`config.mk`:
```
export PLATFORM = sky130hd
export DESIGN_NAME = dacx0004_spi_receiver
export DESIGN_NICKNAME = d
export VERILOG_FILES = /design/src/rtl/dacx0004_spi_receiver.sv
export SDC_FILE = /design/constraint.sdc
export NUM_CORES = 1
export LEC_CHECK = 0
export BUFFER_PORTS_ARGS = -buffer_cell sky130_fd_sc_hd__buf_2
export CORE_UTILIZATION = 60
export DETAILED_ROUTE_END_ITERATION = 10
export PLACE_DENSITY = 0.82
export SYNTH_ARGS = -nofsm -noshare
export SYNTH_HDL_FRONTEND = slang
export SYNTH_SLANG_ARGS = --single-unit
export TNS_END_PERCENT = 100
```
`constraint.sdc`:
```
create_clock -name clk100mhz -period 3.4 [get_ports clk100mhz]
set_input_delay 0.68 -clock clk100mhz [delete_from_list [all_inputs] [get_ports clk100mhz]]
set_output_delay 0.68 -clock clk100mhz [all_outputs]
set_load 0.05 [all_outputs]
```
`src/rtl/dacx0004_spi_receiver.sv`:
```
// dacx0004_spi_receiver: SPI responder modelling the DACx0004 register behaviour.
// Receives 32-bit frames (MSB first, sampled on SCK fall), decodes write/update
// commands into per-channel input and DAC registers, and applies nLDAC.
// Ports:
//   clk100mhz         system clock
//   rst               synchronous active-high reset
//   i_sck/i_cs/i_sdi  SPI pins (asynchronous)
//   i_nldac           load DAC, active low (asynchronous)
//   or16_dac_ch0..3   DAC register per channel
//   or_frame_valid    one-cycle pulse on an accepted 32-bit frame
//   or32_frame        last accepted raw frame
//   or_frame_error    one-cycle pulse when CS rose with bit count != 32
//   or16_frame_count  accepted-frame counter (wraps)
module dacx0004_spi_receiver (
  input  logic        clk100mhz,
  input  logic        rst,
  input  logic        i_sck,
  input  logic        i_cs,
  input  logic        i_sdi,
  input  logic        i_nldac,
  output logic [15:0] or16_dac_ch0,
  output logic [15:0] or16_dac_ch1,
  output logic [15:0] or16_dac_ch2,
  output logic [15:0] or16_dac_ch3,
  output logic        or_frame_valid,
  output logic [31:0] or32_frame,
  output logic        or_frame_error,
  output logic [15:0] or16_frame_count
);

  typedef enum logic [1:0] {StIdle, StShift, StCommit} state_e;

  state_e state_q, state_d;

  logic [1:0] sck_sync_q, cs_sync_q, sdi_sync_q, nldac_sync_q;
  logic       sck_hist_q, cs_hist_q, nldac_hist_q;
  logic [1:0] flush_q;
  logic       cs_armed_q;
  logic       ldac_q;

  logic [31:0] shift_q, shift_d;
  logic [5:0]  bit_cnt_q, bit_cnt_d;
  logic [31:0] frame_q, frame_d;
  logic [15:0] frame_count_q, frame_count_d;
  logic        frame_valid_q, frame_error_q;
  logic [3:0][15:0] in_q, in_d, dac_q, dac_d;

  logic sck_fall, cs_fall, cs_rise, nldac_fall;
  logic frame_start, shift_en, frame_err, commit;
  logic [3:0]  cmd, addr, ch_mask;
  logic [15:0] data;

  // Input conditioning: 2-FF synchronizers plus one history stage for edges.
  always_ff @(posedge clk100mhz) begin
    if (rst) begin
      sck_sync_q   <= 2'b11;
      cs_sync_q    <= 2'b11;
      nldac_sync_q <= 2'b11;
      sdi_sync_q   <= 2'b00;
      sck_hist_q   <= 1'b1;
      cs_hist_q    <= 1'b1;
      nldac_hist_q <= 1'b1;
      flush_q      <= 2'b00;
      cs_armed_q   <= 1'b0;
    end else begin
      sck_sync_q   <= {sck_sync_q[0], i_sck};
      cs_sync_q    <= {cs_sync_q[0], i_cs};
      nldac_sync_q <= {nldac_sync_q[0], i_nldac};
      sdi_sync_q   <= {sdi_sync_q[0], i_sdi};
      sck_hist_q   <= sck_sync_q[1];
      cs_hist_q    <= cs_sync_q[1];
      nldac_hist_q <= nldac_sync_q[1];
      flush_q      <= {flush_q[0], 1'b1};
      // Only arm frame starts once CS has been seen high on real pin samples,
      // so a CS that was already low during reset is not mistaken for a fall.
      cs_armed_q   <= cs_armed_q | (flush_q[1] & cs_sync_q[1]);
    end
  end

  assign sck_fall   = sck_hist_q & ~sck_sync_q[1];
  assign cs_fall    = cs_hist_q & ~cs_sync_q[1] & cs_armed_q;
  assign cs_rise    = ~cs_hist_q & cs_sync_q[1];
  assign nldac_fall = nldac_hist_q & ~nldac_sync_q[1];

  // FSM state register
  always_ff @(posedge clk100mhz) begin
    if (rst) state_q <= StIdle;
    else     state_q <= state_d;
  end

  // FSM next state
  always_comb begin
    state_d = state_q;
    unique case (state_q)
      StIdle:   if (cs_fall) state_d = StShift;
      StShift:  if (cs_rise) state_d = (bit_cnt_q == 6'd32) ? StCommit : StIdle;
      StCommit: state_d = StIdle;
      default:  state_d = StIdle;
    endcase
  end

  // FSM outputs
  always_comb begin
    frame_start = (state_q == StIdle) && cs_fall;
    shift_en    = (state_q == StShift) && sck_fall;
    frame_err   = (state_q == StShift) && cs_rise && (bit_cnt_q != 6'd32);
    commit      = (state_q == StCommit);
  end

  // Shift register and saturating bit counter
  always_comb begin
    shift_d   = shift_q;
    bit_cnt_d = bit_cnt_q;
    if (frame_start) begin
      shift_d   = '0;
      bit_cnt_d = '0;
    end else if (shift_en) begin
      shift_d   = {shift_q[30:0], sdi_sync_q[1]};
      bit_cnt_d = (bit_cnt_q == 6'd33) ? 6'd33 : bit_cnt_q + 6'd1;
    end
  end

  assign cmd  = shift_q[27:24];
  assign addr = shift_q[23:20];
  assign data = shift_q[19:4];

  always_comb begin
    ch_mask = 4'b0000;
    if (addr == 4'hF)      ch_mask = 4'hF;
    else if (addr < 4'd4)  ch_mask = 4'b0001 << addr[1:0];
  end

  // Register file update; the nLDAC copy sees post-commit input values.
  always_comb begin
    in_d          = in_q;
    dac_d         = dac_q;
    frame_d       = frame_q;
    frame_count_d = frame_count_q;
    if (commit) begin
      frame_d       = shift_q;
      frame_count_d = frame_count_q + 16'd1;
      for (int i = 0; i < 4; i++) begin
        if (ch_mask[i]) begin
          case (cmd)
            4'h0, 4'h2: in_d[i] = data;
            4'h1:       dac_d[i] = in_q[i];
            4'h3: begin
              in_d[i]  = data;
              dac_d[i] = data;
            end
            default: ;
          endcase
        end
      end
      if (cmd == 4'h2 && ch_mask != 4'b0000) dac_d = in_d;
    end
    if (ldac_q) dac_d = in_d;
  end

  always_ff @(posedge clk100mhz) begin
    if (rst) begin
      shift_q       <= '0;
      bit_cnt_q     <= '0;
      frame_q       <= '0;
      frame_count_q <= '0;
      frame_valid_q <= 1'b0;
      frame_error_q <= 1'b0;
      in_q          <= '0;
      dac_q         <= '0;
      ldac_q        <= 1'b0;
    end else begin
      shift_q       <= shift_d;
      bit_cnt_q     <= bit_cnt_d;
      frame_q       <= frame_d;
      frame_count_q <= frame_count_d;
      frame_valid_q <= commit;
      frame_error_q <= frame_err;
      in_q          <= in_d;
      dac_q         <= dac_d;
      // Extra stage aligns the nLDAC copy with the commit cycle timing.
      ldac_q        <= nldac_fall;
    end
  end

  assign or16_dac_ch0     = dac_q[0];
  assign or16_dac_ch1     = dac_q[1];
  assign or16_dac_ch2     = dac_q[2];
  assign or16_dac_ch3     = dac_q[3];
  assign or_frame_valid   = frame_valid_q;
  assign or32_frame       = frame_q;
  assign or_frame_error   = frame_error_q;
  assign or16_frame_count = frame_count_q;

endmodule

```
==> flow_summary.toml <==
[synth]
yosys_register_bits = 233
syn_area_um2 = 9140
synthArstFlopShare_pct = 0
synth_nets = 1030
netlist-cell-type-count = 53
syn_inst = 1020
yosys.area.top_type_share_pct = 51.1
synth.avg_cell_area_um2 = 8.96
ys.flop_type = "dfxtp_1"
synth_warnings = 0
synthTopCellsByArea = "dfxtp_1 (51%), mux2i_1 (10%), nand2_1 (8.7%)"
synth_area_leader_cell = "dfxtp_1"
seq_area_frac_synth_pct = 51.1
synth_edf_count = 0

[critical_path]
path_class = "flip-flop to flip-flop"
r2r_setup_slack_ns = 0.87
rr_endpoint = "or16_dac_ch3[6]"
cp_data_required_time_ns = 3.78
worstSetupStartpointType = "flip-flop"
worstSetupEndpointType = "flip-flop"
r2r_start = "shift_q[24]"
worstRegToRegCells = 5
cp.arrival_ns = 2.92
worstPathMaxFanout = 17

[floorplan]
pin_count = 120
std_cell_rows = 44
die_w_um = 125
dieArea_um2 = 15700
start_util_pct = 62.1
dieHeight_um = 125
coreArea_um2 = 14700

[clock_tree]
post_cts_buffers = 0
ctsHoldBuffers = 0
cts_buffer_depth = 3
numCtsBuffers = 23
clkSinkCount = 233
ctsResizeCount = 0
cts_tree = "done"
clk_pin_slew_ns = 0.06
clock_latency_ns = 0.51
htree_levels = 1
root_buffer = "clkbuf_16"

[cells_and_area]
drive_above_1_share_pct = 17.0
instances_no_fill = 1292
area_delta_synth_final_pct = 13.6
multi_input_area_um2 = 4060
finalNetCount = 1104
fillers = 1153
diodes = 0
register_area_um2 = 4660

[route]
post_drt_wl_per_cell_um = 16.3
detail-route-antenna-nets = 0
drtIter0Drc = 626
drt_pass1_iterations = 10
wl_um = 21100
via_per_inst = 5.69
drc = 9
via_count = 7351

[sta]
slew_headroom_pct = 41.5
setup_viol = 0
finalCritPeriodShare_pct = 74.5
timing_hold_violations_final = 0
slew_viol_final = 0
finalClockSkew_ns = 0.0176
setup-tns-final_ns = 0
min_period_ns = 2.53
fmax_ghz = 0.395
holdWs_ns = 0.357
tightestPinTransition_ns = 0.878
rsz0062_at_grt = "no"

[global_routing]
grt_overflow = 0
grt_use_total_pct = 26.9
grt_max_degree = 58
grt_pass1_vias = 7111
antenna_found_initial = 0
grt_pass1_wl_um = 34900

[hold_path]
hold_path.class = "input port to flip-flop"
min_from = "i_sck"
min_path_cells = 2
hold_end = "sck_sync_q[0]"

[place]
port_buffers = 119
dp_cells = 1253
dp_hpwl_um = 13400
gp_congestion = 0.921

[run]
maxCapViolations = 0

[power]
peakVddDrop_mv = 0.303
p_per_area_nw_per_um2 = 498
p_leak_nw = 4.28

[run_status]
status = "finished with violations"
violations = "design-rule violations"
sequential cells by signal, summed over array words and instances, names as in the netlist, 2 cells and up:
register	cells
bit_cnt_q	6
or32_frame	32
or16_dac_ch0	16
or16_dac_ch1	16
flush_q	2
or16_frame_count	16
in_q	64
or16_dac_ch2	16
or16_dac_ch3	16
sck_sync_q	2
nldac_sync_q	2
shift_q	32
state_q	2
sdi_sync_q	2
cs_sync_q	2
stage by stage:
stage | setup slack [ns] | power, mW | cell area (um2) | utilization (%)
after floorplan | 1.45 | 2.86 | 9140 | -
after global placement | 0.992 | 2.89 | 9690 | 66.0
after detailed placement | 0.878 | 2.89 | 9690 | 66.0
after CTS | 0.860 | 5.20 | 10400 | 70.6
after global routing | 0.690 | 5.34 | 10400 | 70.6
final | 0.866 | 5.17 | 10400 | 70.6
worst max-delay path: stages, from the launching register on:
cell	delay, ns
dfxtp_1	0.57
nand2b_1	0.25
and4bb_1	0.49
a22oi_4	0.74
mux2i_1	0.26
a21oi_1	0.09
layout by cell type, fill, tap and decap left out, drive strengths merged, types with 2 or more instances in the layout:
master | netlist | layout
dfxtp | 233 | 233
nand2b | 4 | 4
inv | 9 | 10
and4 | 2 | 2
o31a | 3 | 3
nor3 | 5 | 5
or3 | 6 | 6
o21ai | 39 | 39
ha | 4 | 4
o21bai | 2 | 2
a22oi | 3 | 3
or2 | 11 | 11
nor2b | 6 | 6
o2bb2ai | 31 | 31
o211ai | 3 | 3
nand4 | 6 | 6
a21oi | 115 | 115
buf | 38 | 134
nor4 | 4 | 4
a31oi | 16 | 16
clkinv | 0 | 2
xnor2 | 8 | 8
xor2 | 7 | 7
nor2 | 81 | 81
nand3 | 10 | 10
nor4b | 6 | 6
nand2 | 212 | 212
a211oi | 2 | 2
clkbuf | 47 | 35
mux2i | 93 | 93
cells by family after synthesis:
family | synth area share (%)
buffers and inverters | 4.74
muxes | 10.2
xor gates and xnor gates | 1.44
DFF | 51.1
adders and majority gates | 0.548
AOI/OAI and AO/OA | 14.8
and+or+nand+nor | 17.2
how the worst max path moves through the flow:
stage	start	slack, ns	end
after floorplan	shift_q[27]	1.45	or16_dac_ch0[10]
after global placement	shift_q[22]	0.99	or16_dac_ch3[10]
after detailed placement	shift_q[24]	0.88	or16_dac_ch3[6]
after CTS	shift_q[24]	0.86	or16_dac_ch3[3]
after global routing	state_q[1]	0.69	or16_dac_ch1[12]
final	shift_q[24]	0.87	or16_dac_ch3[6]
per-layer routing:
layer | GRT usage [%] | wire [um] | vias up
met5 | 0 | 0 | -
met3 | 4.02 | 1340 | 36
met4 | 9.33 | 471 | 0
met1 | 36.1 | 9410 | 3472
met2 | 44.5 | 9820 | 232
li1 | - | - | 3611
area by class of cell:
class                           count  share of cell area [%]
Clock inverter                      4                   0.253
Sequential cell                   233                    44.9
Clock buffer                       35                    6.36
Inverter                            9                   0.325
Tap cell                          184                    2.22
Timing Repair Buffer              134                    6.85
Multi-Input combinational cell    693                    39.1
synthesized netlist by cell type (4+ instances only):
library cell  instances
dfxtp_1             233
nand2_1             212
a21oi_1             111
mux2i_1              93
nor2_1               80
clkbuf_1             47
o21ai_0              39
o2bb2ai_1            31
buf_2                28
a31oi_1              15
nand3_1              10
or2_2                10
inv_1                 9
xnor2_1               8
xor2_1                7
nand4_1               6
nor2b_1               6
or3_1                 6
nor3_1                5
buf_4                 4
buf_6                 4
ha_1                  4
nand2b_1              4
nor4_1                4
nor4b_1               4
report_power, final:
part / internal, mW / switching, mW
sequential: 2.74 / 0.00629
clock: 1.33 / 1.01
combinational: 0.0179 / 0.0622
(Power assumes the default switching activity.)
